$ cat config.mk
export PLATFORM = sky130hd
export DESIGN_NAME = triangle_loader
export DESIGN_NICKNAME = d
export VERILOG_FILES = /design/src/rtl/transformer_pkg.sv /design/src/rtl/triangle_loader.sv
export SDC_FILE = /design/constraint.sdc
export NUM_CORES = 1
export LEC_CHECK = 0
export CORE_MARGIN = 4
export CORE_UTILIZATION = 50
export CTS_BUF_LIST = sky130_fd_sc_hd__clkbuf_8
export DETAILED_ROUTE_END_ITERATION = 16
export HOLD_SLACK_MARGIN = 0.12
export PLACE_DENSITY = 0.72
export SLEW_MARGIN = 20
export SYNTH_ARGS = -nofsm -noshare
export SYNTH_HDL_FRONTEND = slang
export SYNTH_SLANG_ARGS = --single-unit
$ cat constraint.sdc
create_clock -name clk_render -period 9.2 [get_ports clk_render]
set_clock_uncertainty 0.1 [all_clocks]
set_input_delay 1.84 -clock clk_render [delete_from_list [all_inputs] [get_ports clk_render]]
set_output_delay 1.84 -clock clk_render [all_outputs]
set_load 0.02 [all_outputs]
$ cat src/rtl/transformer_pkg.sv
// Constants shared between the triangle loader and the triangle feeder.
`timescale 1ns / 1ps

package transformer_pkg;

    localparam logic [7:0]  TRI_SYNC_BYTE     = 8'hA5;
    localparam int unsigned TRI_WORDS_DEFAULT = 10;

endpackage

$ cat src/rtl/triangle_loader.sv
// Parses host-link packets (sync, count, payload, checksum) into 32-bit triangle-memory writes
// and publishes the committed triangle count once the checksum matches.
`timescale 1ns / 1ps

module triangle_loader
    import transformer_pkg::*;
#(
    parameter int unsigned MAX_TRIS  = 430,
    parameter int unsigned TRI_WORDS = TRI_WORDS_DEFAULT,
    parameter int unsigned ADDR_W    = $clog2(MAX_TRIS * TRI_WORDS)
) (
    input  logic              clk_render,
    input  logic              rst_render,
    input  logic [7:0]        in_data,
    input  logic              in_valid,
    output logic              in_ready,
    input  logic              hold,
    output logic              mem_we,
    output logic [ADDR_W-1:0] mem_addr,
    output logic [31:0]       mem_wdata,
    output logic [15:0]       tri_count,
    output logic              busy,
    output logic              load_done,
    output logic              load_error
);

    typedef enum logic [2:0] {
        StIdle,
        StCntLo,
        StCntHi,
        StPayload,
        StCheck
    } state_e;

    state_e            state_q;
    logic              rdy_q;
    logic [15:0]       count_q;
    logic [ADDR_W-1:0] word_q;
    logic [ADDR_W-1:0] last_q;
    logic [1:0]        byte_q;
    logic [23:0]       asm_q;
    logic [7:0]        xor_q;
    logic              mem_we_q;
    logic [ADDR_W-1:0] mem_addr_q;
    logic [31:0]       mem_wdata_q;
    logic [15:0]       tri_count_q;
    logic              load_done_q;
    logic              load_error_q;

    logic        accept;
    logic [15:0] count_w;
    logic [31:0] words_w;

    assign accept  = in_valid && in_ready;
    assign count_w = {in_data, count_q[7:0]};
    assign words_w = 32'(count_w) * TRI_WORDS;

    // rdy_q holds in_ready low through reset and for the first cycle after release.
    assign in_ready   = rdy_q && !(state_q == StPayload && hold);
    assign busy       = (state_q != StIdle);
    assign mem_we     = mem_we_q;
    assign mem_addr   = mem_addr_q;
    assign mem_wdata  = mem_wdata_q;
    assign tri_count  = tri_count_q;
    assign load_done  = load_done_q;
    assign load_error = load_error_q;

    always_ff @(posedge clk_render or posedge rst_render) begin
        if (rst_render) begin
            state_q      <= StIdle;
            rdy_q        <= 1'b0;
            count_q      <= '0;
            word_q       <= '0;
            last_q       <= '0;
            byte_q       <= '0;
            asm_q        <= '0;
            xor_q        <= '0;
            mem_we_q     <= 1'b0;
            mem_addr_q   <= '0;
            mem_wdata_q  <= '0;
            tri_count_q  <= '0;
            load_done_q  <= 1'b0;
            load_error_q <= 1'b0;
        end else begin
            rdy_q        <= 1'b1;
            mem_we_q     <= 1'b0;
            load_done_q  <= 1'b0;
            load_error_q <= 1'b0;
            if (accept) begin
                unique case (state_q)
                    StIdle: begin
                        if (in_data == TRI_SYNC_BYTE) state_q <= StCntLo;
                    end
                    StCntLo: begin
                        count_q <= {8'h00, in_data};
                        word_q  <= '0;
                        byte_q  <= '0;
                        xor_q   <= '0;
                        state_q <= StCntHi;
                    end
                    StCntHi: begin
                        count_q <= count_w;
                        last_q  <= ADDR_W'(words_w - 32'd1);
                        word_q  <= '0;
                        byte_q  <= '0;
                        xor_q   <= '0;
                        if (32'(count_w) > MAX_TRIS) begin
                            load_error_q <= 1'b1;
                            state_q      <= StIdle;
                        end else if (count_w == 16'd0) begin
                            state_q <= StCheck;
                        end else begin
                            state_q <= StPayload;
                        end
                    end
                    StPayload: begin
                        xor_q  <= xor_q ^ in_data;
                        byte_q <= byte_q + 2'd1;
                        case (byte_q)
                            2'd0: asm_q[7:0]   <= in_data;
                            2'd1: asm_q[15:8]  <= in_data;
                            2'd2: asm_q[23:16] <= in_data;
                            default: begin
                                mem_we_q    <= 1'b1;
                                mem_addr_q  <= word_q;
                                mem_wdata_q <= {in_data, asm_q};
                                word_q      <= word_q + ADDR_W'(1);
                                if (word_q == last_q) state_q <= StCheck;
                            end
                        endcase
                    end
                    StCheck: begin
                        if (in_data == xor_q) begin
                            tri_count_q <= count_q;
                            load_done_q <= 1'b1;
                        end else begin
                            load_error_q <= 1'b1;
                        end
                        state_q <= StIdle;
                    end
                    default: state_q <= StIdle;
                endcase
            end
        end
    end

endmodule

==> results of run 1 <==
where the power goes:
part	switching [uW]	internal [uW]	leakage [uW]	total (uW)
sequential	98.4	722	0.00196	820
combinational	287	240	0.00166	527
clock	232	333	0.000233	565
routing by layer:
metal	up-vias	GRT usage, %
met2	111	30.7
li1	2229	-
met1	2246	27.6
met4	0	8.51
met3	20	4.45
met5	-	0
cell families (layout without fill, tap and decap cells):
group           count (synthesis)  in the layout  share of synthesized area, %
compound gates                 77             77                          6.80
xor+xnor                       48             48                          6.29
fa+ha+maj                      26             26                          4.98
buf+inv                        41            125                          2.81
flops                         144            144                          53.9
mux                            61             61                          10.3
other cells                     1              1                        0.0561
simple gates                  210            210                          14.9
metrics by stage:
step           power, uW  instance area (um^2)
3_5_place_dp        1350                  7580
4_1_cts             1920                  8030
2_1_floorplan       1220                  6680
5_1_grt             2030                  8040
6_report            1910                  8040
3_3_place_gp        1330                  7580
worst min-delay path by stage:
stage                     to  slack [ns]  depth (start not counted)
2_1_floorplan   mem_wdata[0]        0.33                          2
3_3_place_gp   mem_wdata[14]        0.35                          2
3_5_place_dp   mem_wdata[22]        0.35                          2
4_1_cts         mem_wdata[2]        0.37                          2
5_1_grt         mem_wdata[8]        0.39                          2
6_report       mem_wdata[21]        0.37                          2
registers in the layout, indices dropped and copies added (netlist names), 2 cells and up:
name,flops
last_q,13
tri_count,16
state_q,3
mem_addr,13
asm_q,24
word_q,13
byte_q,2
count_q,16
xor_q,8
mem_wdata,32
critical path, delay by kind of cell:
family / cells / cell delay [ns]
compound gates: 1 / 0.17
buf+inv: 2 / 1.08
area by class of cell:
class / instances / area, um^2 / share of cell area [%]
Clock inverter: 12 / 190 / 2.37
Clock buffer: 19 / 262 / 3.25
Sequential cell: 144 / 3600 / 44.8
Timing Repair Buffer: 83 / 820 / 10.2
Inverter: 11 / 46.3 / 0.576
Multi-Input combinational cell: 423 / 2900 / 36.1
Tap cell: 172 / 215 / 2.68
cells in the final DEF (no fill, tap or decap), types with 15 or more instances in the layout:
cell             Yosys  final
dfrtp_1            144    144
nand2_1            111    111
clkdlybuf4s50_1      0     77
mux2_2              61     61
nor2_1              36     36
o21ai_0             32     32
xnor2_1             31     31
ha_1                25     25
a21oi_1             21     21
clkbuf_8             0     19
xor2_1              17     17
nand3_1             15     15
==> out/results.ini, run 1 <==
[status]
status=completed

[critical_path]
arrival_ns=3.10
reg2reg_slack_ns=6.06
crit_top_cell=clkdlybuf4s50_1
slowest_delay_ns=0.63
worstSetupEndpointType=primary output
path_cells=clkdlybuf4s50_1 -> a31oi_1 -> clkdlybuf4s50_1
cp_max_fo=3
crit_start=hold
r2r_cells=10
crit_required_ns=7.26
r2r_end=last_q[11]
slowest_stage=clkdlybuf4s50_1
path_class=input port to primary output
r2r_start=count_q[1]
crit_path_end=in_ready
worstSetupStartpointType=input port

[layout]
nNetsFinal=718
syn_to_final_growth_pct=20.3
layout.cells.non_filler=864
drive_gt1_share_pct=15.8
final.fill_count=1048
diodes=0
post-route-util_pct=62.7

[detailed_routing]
ant_nets=0
firstDrtPassIters=4
drc=0
vias=4606
wl_met1_mm=6.60
top_layer=met4
wl_mm=14.2
wl_met3_um=799
drt_iter0_markers=282
wire_per_inst_um=16.4
wl_met2_mm=6.57
vias_per_cell=5.33

[synth]
synth_commonest_cells=dfrtp_1, nand2_1, mux2_2, nor2_1, o21ai_0
synthArstFlopShare_pct=100
synth_cells=608
synth_seq_cells=144
synth_seq_area_share_pct=53.9
synth_warnings=0
synth.avg_cell_area_um2=11.0
synth_most_common_cell=dfrtp_1
synth_nets=646
synth_ff_type=dfrtp_1
yosysTopAreaCell=dfrtp_1
netlist_area_um2=6680
synth_edf_count=0
synth_top_area_share_pct=53.9
synth_area_leaders=dfrtp_1, mux2_2, nand2_1, ha_1, xnor2_1
ys_types=52

[clock_tree]
cts_hold_buf=0
cts-resized-gates=0
clock-sinks=144
cts_buffer_depth=2
tritoncts=built
cts.clk_slew.worst_paths_ns=0.07
cts-buffers-inserted=17
cts_post_setup_buffers_inserted=0
h-tree-depth=4
cts_root_buf=clkbuf_8
clk_latency_ns=0.44

[placement]
place_ws_ns=4.17
place_inst=832
dp_hpwl_mm=9.71
io_buffer_count=77
place_congestion=0.846

[timing]
report.final.slew_viol_count=0
period_share_pct=54.7
tns_ns=0
setup_violations=0
finalWorstSetupSlack_ns=4.16
finalWorstPathRequiredPeriod_ns=5.04
finalHoldViolCount=0
fmax_mhz=199
worst_slew_pin_slew_ns=0.939
timing.hold.ws_ns=0.366
rsz0062_at_grt=false
relSlewSlack_pct=37.4

[pwr]
power_leakage_uw=0.00385
p_per_area_nw_per_um2=238
ir_drop_mv=0.124

[die]
die_w_um=124
start_util_pct=52.1
die_h_um=124
num_rows=41
design.core.area_um2=12800
dieArea_um2=15300
io_pins=78

[global_route]
grt_max_degree=78
track_usage_pct=20.0
grt_antenna_before_repair=0
grt_pass1_wl_mm=23.5
grt_pass1_vias=4589
grt-ovfl-total=0

[min_path]
worstHoldStart=asm_q[21]
hold_path_class=flip-flop to flip-flop

[run]
cap_viol_max_count=0

No activity file was read; power rests on OpenSTA's default activity.
==> run 2, diff against run 1 <==
- clock period: 9.2 -> 5.05 ns (I/O delays scaled with it)
==> run 2 against run 1 <==
Compared with the run above:
- utilization barely moved
- flip-flop and latch count did not move
- cell count rose by 0.69%
- non-clock buffer count rose by 5
- count of clock-buffer cells in the layout rose by 6
- critical path depth did not move
- critical path type unchanged
- critical endpoint unchanged
- highest routed layer unchanged
==> out/results.ini, run 2 (synthesized netlist as in run 1, its figures left out) <==
[layout]
final_common_cell=dfrtp_1
final.fill_count=1047
final_cell_mix=dfrtp_1, nand2_1, clkdlybuf4s50_1
post-route-util_pct=62.7
syn_to_final_growth_pct=20.4
regArea_um2=3600
nNetsFinal=723
largest_reg_flops=32
diodes=0
drive_gt1_share_pct=16.6
multiInputGateArea_um2=2900

[timing]
worst_slew_pin_slew_ns=0.904
timing.hold.ws_ns=0.369
rsz0062_at_grt=false
report.final.slew_viol_count=0
fmax_mhz=285
setup_violations=0
finalWorstSetupSlack_ns=1.54
finalWorstPathRequiredPeriod_ns=3.51
period_share_pct=69.5
tns_ns=0
relSlewSlack_pct=39.6
finalHoldViolCount=0

[min_path]
worstHoldStart=asm_q[14]
worstHoldEndpoint=mem_wdata[14]
hold_depth=2
hold_path_class=flip-flop to flip-flop

[detailed_routing]
vias=4677
ant_nets=0
firstDrtPassIters=5
vias_per_cell=5.38
drt_iter0_markers=396
drc=0
wl_mm=14.4
wire_per_inst_um=16.6

[run]
cap_viol_max_count=0

[clock_tree]
cts_buffer_depth=2
clock-sinks=144
cts_root_buf=clkbuf_8
cts_hold_buf=0
h-tree-depth=4
cts-buffers-inserted=17
tritoncts=built
cts-resized-gates=0
clk_latency_ns=0.44
cts_post_setup_buffers_inserted=0
cts.clk_slew.worst_paths_ns=0.08

[critical_path]
reg2reg_slack_ns=1.92
path_cells=clkdlybuf4s50_1 -> a31oi_1 -> clkdlybuf4s50_1
worstSetupEndpointType=primary output
r2r_cells=10
critPathBufInv=2
slowest_stage=clkdlybuf4s50_1
r2r_end=last_q[11]
worstSetupStartpointType=input port
crit_required_ns=3.94
critPathTopFamily=buffers and inverters
crit_top_cell=clkdlybuf4s50_1
r2r_start=count_q[1]
slowest_delay_ns=0.65
path_class=input port to primary output
arrival_ns=2.40
cp_max_fo=3

[placement]
place_ws_ns=1.17
place_congestion=0.834
dp_hpwl_mm=10.1
io_buffer_count=77

[global_route]
grt_pass1_vias=4710
grt_pass1_wl_mm=24.4
grt_max_degree=103
grt-ovfl-total=0
track_usage_pct=20.7
grt_antenna_before_repair=0

[pwr]
ir_drop_mv=0.204
p_per_area_nw_per_um2=420
power_leakage_uw=0.00386

[die]
die_w_um=124
dieArea_um2=15300
design.core.area_um2=12800
start_util_pct=52.1
num_rows=41
die_h_um=124
io_pins=78

[status]
status=completed

-- run 2: cell types whose count changed in the layout (fill, tap and decap cells not counted), sizes merged --
cell | previous run | this run
clkbuf | 19 | 25
clkinvlp | 1 | 0
bufinv | 5 | 1
buf | 6 | 11
-- run 2: how the worst max path moves through the flow --
stage                         endpoint  cells after the start       start  slack (ns)
final                         in_ready                      3        hold        1.54
after global routing        last_q[12]                     10  in_data[1]        1.47
after CTS                     in_ready                      3        hold        1.50
after detailed placement  tri_count[2]                      5  in_data[1]        1.17
after global placement    tri_count[4]                      5  in_data[1]        1.26
after floorplan               asm_q[0]                      1  rst_render        0.07
-- run 2: through the flow --
step | cell area, um^2 | total power [uW] | instances
after floorplan | 6680 | 2230 | 608
after global placement | 7610 | 2440 | 837
after detailed placement | 7610 | 2470 | 837
after CTS | 8030 | 3390 | 869
after global routing | 8040 | 3610 | 870
final | 8040 | 3370 | 870
-- run 2: routing by layer --
layer	share of wire [%]	track usage (%)	wire, um
met2	47	32.2	6730
met3	4.2	4.36	605
met5	0	0	0
met4	1.5	6.71	213
met1	48	29.2	6860
-- run 2: worst register-to-register path, delay by kind of cell (launching register included) --
kind / cells / cell delay [ns]
AND/OR/NAND/NOR: 1 / 0.23
flip-flops: 1 / 0.45
adder cells (fa/ha/maj): 3 / 0.98
AO/OA/AOI/OAI: 3 / 0.63
multiplexers: 1 / 0.26
XOR/XNOR: 2 / 0.37
-- run 2: area by class of cell --
cell class,instances,share of cell area (%)
sequential,144,44.8
multi-input combinational,423,36.1
timing repair buffer,88,10.7
clock buffer,25,4.28
tap,172,2.68
clock inverter,7,0.887
inverter,11,0.576
-- run 2: power by group --
group | leakage (uW) | internal [uW] | switching (uW)
combinational | 0.00168 | 439 | 526
sequential | 0.00196 | 1320 | 176
clock | 0.000218 | 496 | 423
==> run 3, diff against run 2 <==
- PLACE_DENSITY: 0.72 -> 0.75
- clock period: 5.05 -> 3.1 ns (I/O delays scaled with it)
==> run 3 against run 2 <==
Compared with the run above:
- sequential share of layout area fell by 0.58 points
- combinational power rose by 79%
- clock power rose by 49%
- critical path depth rose by 7
- hold slack got worse by 0.0054 ns
- flip-flop and latch count did not move
- first-iteration DRC count fell by 3.8%
- total power rose by 63%
- worst setup slack got worse by 1.4 ns
- register-to-register slack got worse by 1.8 ns
- utilization rose by 0.82 points
- global-route usage fell by 0.36 points
- largest power group unchanged
- highest routed layer unchanged
==> out/results.ini, run 3 (synthesized netlist as in run 1, its figures left out) <==
[critical_path]
worstSetupStartpointType=flip-flop
path_cells=ha_1 -> ha_1 -> fa_1 -> a211oi_2 -> o21bai_1 -> a21oi_1 -> xor2_1 -> and3b_1 -> xnor2_1 -> mux2_2
path_class=flip-flop to flip-flop
crit_top_cell=ha_1
worstSetupEndpointType=flip-flop
arrival_ns=3.17
crit_required_ns=3.32
slowest_stage=dfrtp_1
slowest_delay_ns=0.44
cp_max_fo=6

[placement]
place_congestion=0.887
place_ws_ns=0.0465
dp_hpwl_mm=10.1
io_buffer_count=77

[layout]
syn_to_final_growth_pct=21.9
final_cell_mix=dfrtp_1, nand2_1, clkdlybuf4s50_1
largest_reg_flops=32
drive_gt1_share_pct=18.4
final_common_cell=dfrtp_1
nNetsFinal=737
diodes=0
post-route-util_pct=63.5
final.fill_count=1038

[timing]
relSlewSlack_pct=65.3
finalWorstSetupSlack_ns=0.152
period_share_pct=95.1
worst_slew_pin_slew_ns=0.520
finalWorstPathRequiredPeriod_ns=2.95
report.final.slew_viol_count=0
fmax_mhz=339
tns_ns=0
finalHoldViolCount=0
rsz0062_at_grt=false
setup_violations=0

[clock_tree]
cts_post_setup_buffers_inserted=0
cts.clk_slew.worst_paths_ns=0.08
cts-buffers-inserted=17
clk_latency_ns=0.45
cts_hold_buf=0
cts-resized-gates=0
clock-sinks=144
tritoncts=built
h-tree-depth=4
cts_root_buf=clkbuf_8
cts_buffer_depth=2

[global_route]
track_usage_pct=20.4
grt_util_met3_pct=4.00
grt_pass1_wl_mm=23.9
grt-ovfl-total=0
grt_max_degree=80
grt_antenna_before_repair=0
busiest_layer=met2
use_met1_pct=29.2
grt_pass1_vias=4743
grtUsageMet2_pct=30.5

[detailed_routing]
drt_iter0_markers=381
wire_per_inst_um=16.1
firstDrtPassIters=4
vias=4773
drc=0
ant_nets=0
wl_mm=14.2
vias_per_cell=5.40

[pwr]
ir_drop_mv=0.404
pwr-share-comb_pct=31.4
power_leakage_uw=0.00392
clkPwrFrac_pct=24.8
switching_share_pct=34.0
p_per_area_nw_per_um2=677
p_int_uw=3640
p_sw_uw=1870
pwr-share-seq_pct=43.8

[run]
cap_viol_max_count=0

[status]
status=completed

[die]
io_pins=78
design.core.area_um2=12800
dieArea_um2=15300
start_util_pct=52.1
die_w_um=124
num_rows=41
die_h_um=124

[min_path]
hold_path_class=flip-flop to flip-flop

run 3: layout make-up:
type	count	area (um^2)	share of cell area, %
Clock inverter	12	92.6	1.14
Inverter	11	45.0	0.553
Timing Repair Buffer	102	996	12.2
Tap cell	172	215	2.64
Sequential cell	144	3600	44.2
Multi-Input combinational cell	423	2920	35.8
Clock buffer	20	275	3.38
run 3: metal layers:
layer	up-vias	wire, um
li1	2260	-
met1	2363	6720
met2	129	6530
met3	21	678
met4	0	259
met5	-	0
run 3: path summary, 6_finish.rpt:
check                      startpoint            end  slack, ns  cells past startpoint
min in group asynchronous  rst_render  mem_wdata[27]       0.46                      2
min reg2reg                 asm_q[22]  mem_wdata[22]       0.36                      2
max in group asynchronous  rst_render    count_q[15]       1.70                      3
max                        count_q[1]     last_q[11]       0.15                     10
min                         asm_q[22]  mem_wdata[22]       0.36                      2
max reg2reg                count_q[1]     last_q[11]       0.15                     10
run 3: power groups by stage:
stage	clock, uW	combinational (uW)	sequential (uW)
floorplan	0	1260	2360
finish	1370	1730	2420
global route	1500	1940	2460
detailed placement	0	1690	2450
global placement	0	1640	2430
CTS	1400	1710	2420
run 3: through the flow:
| stage | instance area [um^2] | cells | total power [uW] | hold WS [ns] |
|---|---|---|---|---|
| final | 8150 | 884 | 5520 | 0.363 |
| after floorplan | 6690 | 608 | 3630 | 0.333 |
| after CTS | 8130 | 884 | 5520 | 0.366 |
| after global placement | 7760 | 852 | 4070 | 0.342 |
| after detailed placement | 7760 | 852 | 4140 | 0.348 |
| after global routing | 8150 | 884 | 5900 | 0.381 |
run 3: worst max-delay path: cells and delay by family (launching register included):
kind,cells,cell delay (ns)
AND/OR/NAND/NOR,1,0.21
multiplexers,1,0.27
adder cells (fa/ha/maj),3,0.99
flip-flops,1,0.44
AO/OA/AOI/OAI,3,0.50
XOR/XNOR,2,0.31
